## config.mk

```make
export PLATFORM = sky130hd
export DESIGN_NAME = fetch_unit_flat
export DESIGN_NICKNAME = d
export VERILOG_FILES = /design/src/rtl/fetch_unit_if.sv /design/src/rtl/fetch_unit.sv /design/src/flat_wrapper.sv
export SDC_FILE = /design/constraint.sdc
export NUM_CORES = 1
export LEC_CHECK = 0
export CELL_PAD_IN_SITES_DETAIL_PLACEMENT = 0
export CELL_PAD_IN_SITES_GLOBAL_PLACEMENT = 1
export CORE_MARGIN = 1.5
export CORE_UTILIZATION = 32
export CTS_CLUSTER_DIAMETER = 150
export CTS_CLUSTER_SIZE = 12
export DETAILED_ROUTE_END_ITERATION = 10
export PLACE_DENSITY_LB_ADDON = 0.1
export RECOVER_POWER = 50
export SYNTH_ARGS = -nofsm -noshare
export SYNTH_HDL_FRONTEND = slang
export SYNTH_SLANG_ARGS = --single-unit
```

## constraint.sdc

```tcl
create_clock -name CLK -period 2.79 [get_ports CLK]
set_input_delay 0.6975 -clock CLK [delete_from_list [all_inputs] [get_ports CLK]]
set_output_delay 0.6975 -clock CLK [all_outputs]
set_load 0.05 [all_outputs]
```

## src/rtl/fetch_unit_if.sv

```systemverilog
`default_nettype none
// +--------------------------------------------------------------------+
// | fetch_unit_if : PC-register, branch, decode and imem signals of     |
// |                 the instruction-fetch controller                    |
// | Rev 1.0                                                             |
// +--------------------------------------------------------------------+
interface fetch_unit_if #(
  parameter int BITS = 32
);
  logic [BITS-1:0] pcCur;
  logic [BITS-1:0] pcNext;
  logic            stallPC;
  logic            branchTaken;
  logic [BITS-1:0] branchTarget;
  logic            hazardStall;
  logic            imemReq;
  logic [BITS-1:0] imemAddr;
  logic [BITS-1:0] imemRdata;
  logic            imemValid;
  logic [BITS-1:0] instrOut;
  logic [BITS-1:0] pcOutID;
  logic            instrValid;
  logic            imemErr;

  // master: the fetch controller itself
  modport master (
    input  pcCur, branchTaken, branchTarget, hazardStall, imemRdata, imemValid,
    output pcNext, stallPC, imemReq, imemAddr, instrOut, pcOutID, instrValid, imemErr
  );

  // slave: PC register, execute, decode and instruction memory
  modport slave (
    output pcCur, branchTaken, branchTarget, hazardStall, imemRdata, imemValid,
    input  pcNext, stallPC, imemReq, imemAddr, instrOut, pcOutID, instrValid, imemErr
  );
endinterface
`default_nettype wire

```

## src/rtl/fetch_unit.sv

```systemverilog
`default_nettype none
// +--------------------------------------------------------------------+
// | fetch_unit : single-outstanding instruction fetch into IF/ID with  |
// |              branch flush, skid hold and sticky memory timeout     |
// | Rev 1.0                                                             |
// +--------------------------------------------------------------------+
module fetch_unit #(
  parameter int BITS    = 32,
  parameter int TIMEOUT = 64,
  parameter int PC_STEP = 4
) (
  input wire CLK,
  input wire RESET,
  fetch_unit_if.master bus
);
  localparam int CW = $clog2(TIMEOUT);
  localparam logic [CW-1:0]   CNT_MAX = CW'(TIMEOUT - 1);
  localparam logic [CW-1:0]   CNT_ONE = CW'(1);
  localparam logic [BITS-1:0] STEP    = BITS'(PC_STEP);

  typedef enum logic [1:0] {
    S_IDLE = 2'd0,
    S_WAIT = 2'd1,
    S_HOLD = 2'd2
  } state_t;

  state_t          state_q, state_d;
  logic [BITS-1:0] req_addr_q, req_addr_d;
  logic            imem_req_q, imem_req_d;
  logic [BITS-1:0] imem_addr_q, imem_addr_d;
  logic [BITS-1:0] instr_q, instr_d;
  logic [BITS-1:0] pc_id_q, pc_id_d;
  logic            valid_q, valid_d;
  logic            err_q, err_d;
  logic            flush_q, flush_d;
  logic [CW-1:0]   cnt_q, cnt_d;
  logic [BITS-1:0] skid_q, skid_d;

  logic            load;
  logic [BITS-1:0] load_data;
  logic            if_free;
  logic [BITS-1:0] pc_next;
  logic            stall_pc;

  always_comb begin
    state_d     = state_q;
    req_addr_d  = req_addr_q;
    imem_req_d  = imem_req_q;
    imem_addr_d = imem_addr_q;
    instr_d     = instr_q;
    pc_id_d     = pc_id_q;
    valid_d     = valid_q;
    err_d       = err_q;
    flush_d     = flush_q;
    cnt_d       = cnt_q;
    skid_d      = skid_q;
    load        = 1'b0;
    load_data   = skid_q;
    if_free     = !valid_q || !bus.hazardStall;

    case (state_q)
      S_IDLE: begin
        state_d     = S_WAIT;
        req_addr_d  = bus.pcCur;
        imem_req_d  = 1'b1;
        imem_addr_d = bus.pcCur;
        cnt_d       = '0;
        flush_d     = 1'b0;
      end
      S_WAIT: begin
        if (cnt_q == CNT_MAX) begin
          err_d = 1'b1;
        end else begin
          cnt_d = cnt_q + CNT_ONE;
        end
        if (bus.branchTaken) begin
          // A response landing with the branch is simply dropped.
          if (bus.imemValid) begin
            state_d    = S_IDLE;
            imem_req_d = 1'b0;
            flush_d    = 1'b0;
          end else begin
            flush_d = 1'b1;
          end
        end else if (bus.imemValid) begin
          imem_req_d = 1'b0;
          if (flush_q) begin
            flush_d = 1'b0;
            state_d = S_IDLE;
          end else if (if_free) begin
            load      = 1'b1;
            load_data = bus.imemRdata;
            state_d   = S_IDLE;
          end else begin
            skid_d  = bus.imemRdata;
            state_d = S_HOLD;
          end
        end
      end
      S_HOLD: begin
        if (bus.branchTaken) begin
          state_d = S_IDLE;
        end else if (!bus.hazardStall) begin
          load      = 1'b1;
          load_data = skid_q;
          state_d   = S_IDLE;
        end
      end
      default: begin
        state_d    = S_IDLE;
        imem_req_d = 1'b0;
      end
    endcase

    if (bus.branchTaken) begin
      valid_d = 1'b0;
    end else if (load) begin
      instr_d = load_data;
      pc_id_d = req_addr_q;
      valid_d = 1'b1;
    end else if (valid_q && !bus.hazardStall) begin
      valid_d = 1'b0;
    end

    // The PC moves only on a redirect or when a word enters IF/ID.
    if (bus.branchTaken) begin
      stall_pc = 1'b0;
      pc_next  = bus.branchTarget;
    end else if (load) begin
      stall_pc = 1'b0;
      pc_next  = req_addr_q + STEP;
    end else begin
      stall_pc = 1'b1;
      pc_next  = bus.pcCur;
    end
  end

  always_ff @(posedge CLK) begin
    if (RESET) begin
      state_q     <= S_IDLE;
      req_addr_q  <= '0;
      imem_req_q  <= 1'b0;
      imem_addr_q <= '0;
      instr_q     <= '0;
      pc_id_q     <= '0;
      valid_q     <= 1'b0;
      err_q       <= 1'b0;
      flush_q     <= 1'b0;
      cnt_q       <= '0;
      skid_q      <= '0;
    end else begin
      state_q     <= state_d;
      req_addr_q  <= req_addr_d;
      imem_req_q  <= imem_req_d;
      imem_addr_q <= imem_addr_d;
      instr_q     <= instr_d;
      pc_id_q     <= pc_id_d;
      valid_q     <= valid_d;
      err_q       <= err_d;
      flush_q     <= flush_d;
      cnt_q       <= cnt_d;
      skid_q      <= skid_d;
    end
  end

  assign bus.pcNext     = pc_next;
  assign bus.stallPC    = stall_pc;
  assign bus.imemReq    = imem_req_q;
  assign bus.imemAddr   = imem_addr_q;
  assign bus.instrOut   = instr_q;
  assign bus.pcOutID    = pc_id_q;
  assign bus.instrValid = valid_q;
  assign bus.imemErr    = err_q;
endmodule
`default_nettype wire
```

## src/flat_wrapper.sv

```systemverilog
// flat-port wrapper written by rule: the top's interface ports become plain ports
module fetch_unit_flat 
#(
  parameter int BITS    = 32,
  parameter int TIMEOUT = 64,
  parameter int PC_STEP = 4
)
  (CLK, RESET, bus_pcCur, bus_branchTaken, bus_branchTarget, bus_hazardStall, bus_imemRdata, bus_imemValid, bus_pcNext, bus_stallPC, bus_imemReq, bus_imemAddr, bus_instrOut, bus_pcOutID, bus_instrValid, bus_imemErr);
  fetch_unit_if #(.BITS(BITS)) bus_i ();
  input wire CLK;
  input wire RESET;
  input wire logic [$bits(bus_i.pcCur)-1:0] bus_pcCur;
  input wire logic [$bits(bus_i.branchTaken)-1:0] bus_branchTaken;
  input wire logic [$bits(bus_i.branchTarget)-1:0] bus_branchTarget;
  input wire logic [$bits(bus_i.hazardStall)-1:0] bus_hazardStall;
  input wire logic [$bits(bus_i.imemRdata)-1:0] bus_imemRdata;
  input wire logic [$bits(bus_i.imemValid)-1:0] bus_imemValid;
  output wire logic [$bits(bus_i.pcNext)-1:0] bus_pcNext;
  output wire logic [$bits(bus_i.stallPC)-1:0] bus_stallPC;
  output wire logic [$bits(bus_i.imemReq)-1:0] bus_imemReq;
  output wire logic [$bits(bus_i.imemAddr)-1:0] bus_imemAddr;
  output wire logic [$bits(bus_i.instrOut)-1:0] bus_instrOut;
  output wire logic [$bits(bus_i.pcOutID)-1:0] bus_pcOutID;
  output wire logic [$bits(bus_i.instrValid)-1:0] bus_instrValid;
  output wire logic [$bits(bus_i.imemErr)-1:0] bus_imemErr;
  assign bus_i.pcCur = bus_pcCur;
  assign bus_i.branchTaken = bus_branchTaken;
  assign bus_i.branchTarget = bus_branchTarget;
  assign bus_i.hazardStall = bus_hazardStall;
  assign bus_i.imemRdata = bus_imemRdata;
  assign bus_i.imemValid = bus_imemValid;
  assign bus_pcNext = bus_i.pcNext;
  assign bus_stallPC = bus_i.stallPC;
  assign bus_imemReq = bus_i.imemReq;
  assign bus_imemAddr = bus_i.imemAddr;
  assign bus_instrOut = bus_i.instrOut;
  assign bus_pcOutID = bus_i.pcOutID;
  assign bus_instrValid = bus_i.instrValid;
  assign bus_imemErr = bus_i.imemErr;
  fetch_unit #(.BITS(BITS), .TIMEOUT(TIMEOUT), .PC_STEP(PC_STEP)) u_core (.CLK(CLK), .RESET(RESET), .bus(bus_i));
endmodule
```

Word level (Yosys, flattened, before mapping)

Index checks and enable logic that the tools add are counted.
W data, S select, Z words.

Flip-flop bits (word level): 140
Bits of input ports: 101
Output and inout port bits: 132
Logic and storage cells: 70

Add/sub/neg operators: 2
Eq/ne operators: 7
Mux-type cells: 32
Bitwise operators: 4
Reduce and logical (&&, ||, !) cells: 15

Operator list:

| cell                    | number |
|---|---|
| $mux W32                | 6 |
| $add A32 B3 Y32 const B | 1 |
| $mux W2                 | 7 |
| $mux W1                 | 13 |
| $pmux W6 S2             | 1 |
| $reduce_and A2 Y1       | 6 |
| $add A6 B1 Y6 const B   | 1 |
| $eq A6 B6 Y1 const B    | 1 |
| $mux W6                 | 1 |
| $ne A3 B3 Y1 const B    | 2 |
| $pmux W2 S3             | 1 |
| $reduce_and A5 Y1       | 1 |
| $ne A2 B2 Y1 const B    | 2 |
| $not A1 Y1              | 4 |
| $pmux W1 S2             | 2 |
| $reduce_bool A2 Y1      | 2 |
| $pmux W1 S3             | 1 |
| $eq A2 B1 Y1 const B    | 1 |
| $eq A2 B2 Y1 const B    | 1 |
| $logic_not A1 Y1        | 2 |
| $logic_not A2 Y1        | 1 |
| $reduce_or A2 Y1        | 1 |
| $logic_and A1 B1 Y1     | 1 |
| $logic_or A1 B1 Y1      | 1 |

Longest topological paths before layout

Gate-level depths: netlist of the first run.

Depth in word-level cells: 9
Depth in mapped cells: 10
Depth with buffers taken out: 7

Worst setup path before layout of the first run

Ideal clock, no wire load.

Path type: reg-to-output
Start: reg u_core.req_addr_q[4]
End: out bus_pcNext[15]
Data arrival time: 2.889 ns
Data required time: 2.092 ns
Slack: -0.796 ns
Cell stages (with the launch flop): 7
Path buffers: 1
Path through: dfxtp_1 buf_4 nand3_1 nor4_1 xor2_1 nor2_1 o31ai_1

Cells in the longest elaborated chain, start to end: 3

RTL lines:

| what                   | line               | RTL |
|---|---|---|
| from (decl)            | fetch_unit.sv:28   | `logic [BITS-1:0] req_addr_q, req_addr_d;` |
| from (signal assigned) | fetch_unit.sv:153  | `req_addr_q <= req_addr_d;` |
| $add A32 B3 Y32        | fetch_unit.sv:131  | `pc_next = req_addr_q + STEP;` |
| $mux W32               | fetch_unit.sv:129  | `end else if (load) begin` |
| $mux W32               | fetch_unit.sv:126  | `if (bus.branchTaken) begin` |
| to (decl)              | flat_wrapper.sv:18 | `output wire logic [$bits(bus_i.pcNext)-1:0] bus_pcNext;` |

Every way passes these cells.

Worst setup path after layout of the first run

Start: reg u_core.state_q[0]
End: out bus_pcNext[11]

Cells in the longest elaborated chain, start to end: 4
Elaborated cells between the ends (all ways): 5

RTL lines:

| what                                                | line              | RTL |
|---|---|---|
| from (decl)                                         | fetch_unit.sv:27  | `state_t state_q, state_d;` |
| from (signal assigned)                              | fetch_unit.sv:152 | `state_q <= state_d;` |
| $eq A2 B2 Y1 / $eq A2 B1 Y1 (equally long branches) | fetch_unit.sv:61  | `case (state_q)` |
| $pmux W1 S2 (*)                                     | fetch_unit.sv:61  |  |
| $mux W32 (*)                                        | fetch_unit.sv:129 |  |
| $mux W32 (*)                                        | fetch_unit.sv:126 |  |

Mark *: on every way between the ends. The rest lies on a longest branch, timed or not.

==> metrics.json, run 1 <==
{
  "detailedPlacementHpwl": {"value": 14.3, "unit": "mm"},
  "rrSetupSlack": {"value": 330, "unit": "ps"},
  "portBuffers": {"value": 232},
  "timing.reg2reg.worst_path_depth": {"value": 13},
  "cts_buffer_depth": {"value": 2},
  "synthToLayoutAreaGrowth": {"value": 70.8, "unit": "%"},
  "vias_per_cell": {"value": 4.79},
  "dieWidth": {"value": 146, "unit": "microns"},
  "grt_max_degree": {"value": 92},
  "num_rows": {"value": 52},
  "max_cap_violations": {"value": 0},
  "grt_pass1_wl": {"value": 34.8, "unit": "mm"},
  "yosys-top-cells-count": {"value": "192 x sky130_fd_sc_hd__nand2_1, 140 x sky130_fd_sc_hd__dfxtp_1, 87 x sky130_fd_sc_hd__nor2_1"},
  "drt_first_pass_iters": {"value": 4},
  "synth.area.top_cells": {"value": "sky130_fd_sc_hd__dfxtp_1 43%, sky130_fd_sc_hd__mux2i_1 12%, sky130_fd_sc_hd__nand2_1 11%"},
  "chipHeight": {"value": 146, "unit": "microns"},
  "hold_viol": {"value": 0},
  "post-route-util": {"value": 0.555},
  "antenna_found_initial": {"value": 2},
  "critical_path.max_fanout": {"value": 7},
  "core-area": {"value": 20200, "unit": "sq um"},
  "clock_insertion_delay_worst_skew": {"value": 420, "unit": "ps"},
  "combined_area_of_all_synthesized_cells": {"value": 6560, "unit": "sq um"},
  "floorplan.initialDensity": {"value": 0.325},
  "syn_nets": {"value": 908},
  "first_global_vias": {"value": 6429},
  "synth_enable_flop_cells": {"value": 0},
  "cp-end-kind": {"value": "output pin"},
  "seq_area_frac_synth": {"value": 0.428},
  "hold_path_class": {"value": "reg2reg"},
  "timing.hold.worst_path_depth": {"value": 2},
  "crit_required": {"value": 2090, "unit": "ps"},
  "die_footprint": {"value": 21400, "unit": "sq um"},
  "postSynthCellCount": {"value": 802},
  "synthDistinctLibCells": {"value": 43},
  "detail_route.drc_violations": {"value": 0},
  "power.static_leakage": {"value": 4.10, "unit": "nW"},
  "postSynthRegisterBits": {"value": 140},
  "cell_count_post_placement": {"value": 1275},
  "kind_of_start_point_of_the_critical_path": {"value": "register"},
  "setup_violations": {"value": 32},
  "failed_checks": {"value": "setup timing"},
  "max_freq": {"value": 338, "unit": "MHz"},
  "vias": {"value": 6414},
  "wl": {"value": 21.3, "unit": "mm"},
  "globalRoute.totalOverflow": {"value": 0},
  "synth_flop_cell": {"value": "sky130_fd_sc_hd__dfxtp_1"},
  "layoutNonFillerInstCount": {"value": 1339},
  "ir_drop": {"value": 414, "unit": "uV"},
  "critical_path_arrival": {"value": 2260, "unit": "ps"},
  "place_worst_setup_slack": {"value": -305, "unit": "ps"},
  "postSynth.asyncResetShare": {"value": 0},
  "netlist.area_leader.share": {"value": 0.428},
  "avgSynthCellArea": {"value": 8.17, "unit": "sq um"},
  "drt-initial-drc-count": {"value": 240},
  "gp_routability_congestion": {"value": 0.748},
  "cts_sinks": {"value": 140},
  "numCtsBuffers": {"value": 17},
  "report.final.slew_viol_count": {"value": 0},
  "antenna_left": {"value": 0},
  "reg2reg_to": {"value": "u_core.bus.instrOut[22]$_SDFFE_PP0P_"},
  "period_share": {"value": 1.06},
  "result_of_the_run": {"value": "finished, violations left"},
  "ys.warnings.count": {"value": 0},
  "timing.critical_path.from": {"value": "u_core.state_q[0]$_SDFFE_PP0P_"},
  "hold_path_end": {"value": "u_core.bus.imemErr$_SDFFE_PP0P_"},
  "r2r_start": {"value": "u_core.state_q[1]$_SDFFE_PP0P_"},
  "post-route-worst-setup-slack": {"value": -170, "unit": "ps"},
  "number_of_levels_in_the_clock_h_tree": {"value": 4},
  "timing_worst_setup_path_type": {"value": "reg2out"},
  "n_fill_cell": {"value": 1917},
  "grt_use_total": {"value": 0.203},
  "drive_above_1_share": {"value": 0.219},
  "clockRootBuffer": {"value": "sky130_fd_sc_hd__clkbuf_16"},
  "worstMarginPinSlew": {"value": 1140, "unit": "ps"},
  "post_cts_hold_buffer_count": {"value": 0},
  "fin_nets": {"value": 1160},
  "worst_hold_startpoint": {"value": "u_core.bus.imemErr$_SDFFE_PP0P_"},
  "ios": {"value": 233},
  "most_common_cell_in_the_synthesized_netlist": {"value": "sky130_fd_sc_hd__nand2_1"},
  "cellPowerDensity": {"value": 514, "unit": "nW/um^2"},
  "clk_transition_reported_paths": {"value": 60, "unit": "ps"},
  "timing.slew.headroom": {"value": 0.238},
  "tritoncts_clock_tree": {"value": "yes"},
  "synth_top_area_cell": {"value": "sky130_fd_sc_hd__dfxtp_1"},
  "finalWorstPathRequiredPeriod": {"value": 2960, "unit": "ps"},
  "unrepaired_setup_endpoints_after_global_routing": {"value": "true"},
  "skew": {"value": 11.7, "unit": "ps"},
  "route.detailed.wl_per_inst": {"value": 15.9, "unit": "microns"}
}
[cell families after synthesis]
kind of cell / count (synthesis) / share of synthesized area
simple gates: 327 / 0.211
compound gates: 153 / 0.149
flops: 140 / 0.428
mux: 80 / 0.122
buf+inv: 69 / 0.0439
xor+xnor: 28 / 0.0374
fa+ha+maj: 5 / 0.00954
[area by class of cell]
class,instances,area (sq um),share of cell area
Clock buffer,17,425,0.0380
Antenna cell,2,5.00,0.000447
Multi-Input combinational cell,593,4050,0.362
Clock inverter,15,166,0.0149
Tap cell,270,338,0.0302
Timing Repair Buffer,296,3340,0.298
Sequential cell,140,2850,0.255
Inverter,6,25.0,0.00223
[state kept, by name, indices dropped and copies added (netlist names), 2 cells and up]
| register | count |
|---|---|
| u_core.state_q | 2 |
| u_core.skid_q | 32 |
| u_core.bus.pcOutID | 32 |
| u_core.req_addr_q | 32 |
| u_core.cnt_q | 6 |
| u_core.bus.instrOut | 32 |
[per-layer routing]
metal  up-vias  part of all wire  global-route usage
met2       158              0.48               0.344
met1      2991              0.45               0.255
li1       3249                 -                   -
met4         0             0.010              0.0520
met3        16             0.056              0.0559
met5         -                 0                   0
[where the power goes]
group / switching (mW) / internal [mW] / total (mW)
clock network: 1.01 / 1.28 / 2.29
registers: 0.0678 / 2.06 / 2.12
logic: 0.738 / 0.605 / 1.34
[worst max-delay path, stage by stage (launching register included)]
cell	delay, ps
sky130_fd_sc_hd__dfxtp_2	330
sky130_fd_sc_hd__buf_6	120
sky130_fd_sc_hd__ha_4	150
sky130_fd_sc_hd__and3b_2	230
sky130_fd_sc_hd__buf_6	120
sky130_fd_sc_hd__o21a_4	240
sky130_fd_sc_hd__buf_12	160
sky130_fd_sc_hd__mux2i_4	180
sky130_fd_sc_hd__o21ai_2	170
sky130_fd_sc_hd__buf_12	150
[how the worst max path moves through the flow]
stage	end	slack [ps]	cells after the start
floorplan	bus_pcNext[15]	-60	5
global placement	bus_pcNext[24]	-260	9
detailed placement	bus_pcNext[16]	-310	7
CTS	bus_pcNext[11]	-200	9
global route	bus_pcNext[11]	-250	9
finish	bus_pcNext[11]	-170	9
[through the flow]
stage | hold slack, ps | setup TNS [ps] | power, mW | cell area [sq um]
2_1_floorplan | 436 | -59.3 | 2.87 | 6860
3_3_place_gp | 434 | -6280 | 3.44 | 9970
3_5_place_dp | 446 | -9160 | 3.44 | 9970
4_1_cts | 454 | -4190 | 5.83 | 11100
5_1_grt | 466 | -6390 | 5.99 | 11200
6_report | 449 | -3650 | 5.76 | 11200
[placed cells by master (no fill, tap or decap), types with 4 or more instances in the layout]
cell | netlist | layout
sky130_fd_sc_hd__clkdlybuf4s50_1 | 0 | 195
sky130_fd_sc_hd__nand2_1 | 192 | 181
sky130_fd_sc_hd__dfxtp_1 | 140 | 122
sky130_fd_sc_hd__nor2_1 | 87 | 80
sky130_fd_sc_hd__mux2i_1 | 80 | 75
sky130_fd_sc_hd__a21oi_1 | 75 | 71
sky130_fd_sc_hd__buf_12 | 0 | 45
sky130_fd_sc_hd__buf_4 | 1 | 38
sky130_fd_sc_hd__a211oi_1 | 33 | 33
sky130_fd_sc_hd__xor2_1 | 24 | 20
sky130_fd_sc_hd__clkbuf_16 | 0 | 18
sky130_fd_sc_hd__o21ai_2 | 1 | 16
sky130_fd_sc_hd__o221ai_4 | 0 | 13
sky130_fd_sc_hd__dfxtp_4 | 0 | 11
sky130_fd_sc_hd__nand3_1 | 13 | 10
sky130_fd_sc_hd__nand4_1 | 9 | 9
sky130_fd_sc_hd__buf_6 | 0 | 8
sky130_fd_sc_hd__nor2_4 | 0 | 7
sky130_fd_sc_hd__dfxtp_2 | 0 | 7
sky130_fd_sc_hd__nand2_2 | 0 | 6
sky130_fd_sc_hd__inv_8 | 0 | 6
sky130_fd_sc_hd__nand2_4 | 0 | 5
sky130_fd_sc_hd__inv_6 | 0 | 5
sky130_fd_sc_hd__inv_1 | 6 | 4
sky130_fd_sc_hd__nor3_1 | 5 | 4
sky130_fd_sc_hd__xor2_2 | 0 | 4
sky130_fd_sc_hd__mux2i_2 | 0 | 4
[repair_timing]
item                                    CTS  global route
pin swaps                                35            17
buffers inserted                         18            10
endpoints found under the setup margin   33            33
gates cloned                              3             1
gates resized for setup                  82            15
(Power assumes the default switching activity.)
==> run 2: changes to the inputs <==
--- a/config.mk
+++ b/config.mk
@@ -5,6 +5,7 @@
 export SDC_FILE = /design/constraint.sdc
 export NUM_CORES = 1
 export LEC_CHECK = 0
+export CAP_MARGIN = 30
 export CELL_PAD_IN_SITES_DETAIL_PLACEMENT = 0
 export CELL_PAD_IN_SITES_GLOBAL_PLACEMENT = 1
 export CORE_MARGIN = 1.5
==> results of run 2 <==
Same layout as run 1: the final DEF is identical, and so are final timing and power.
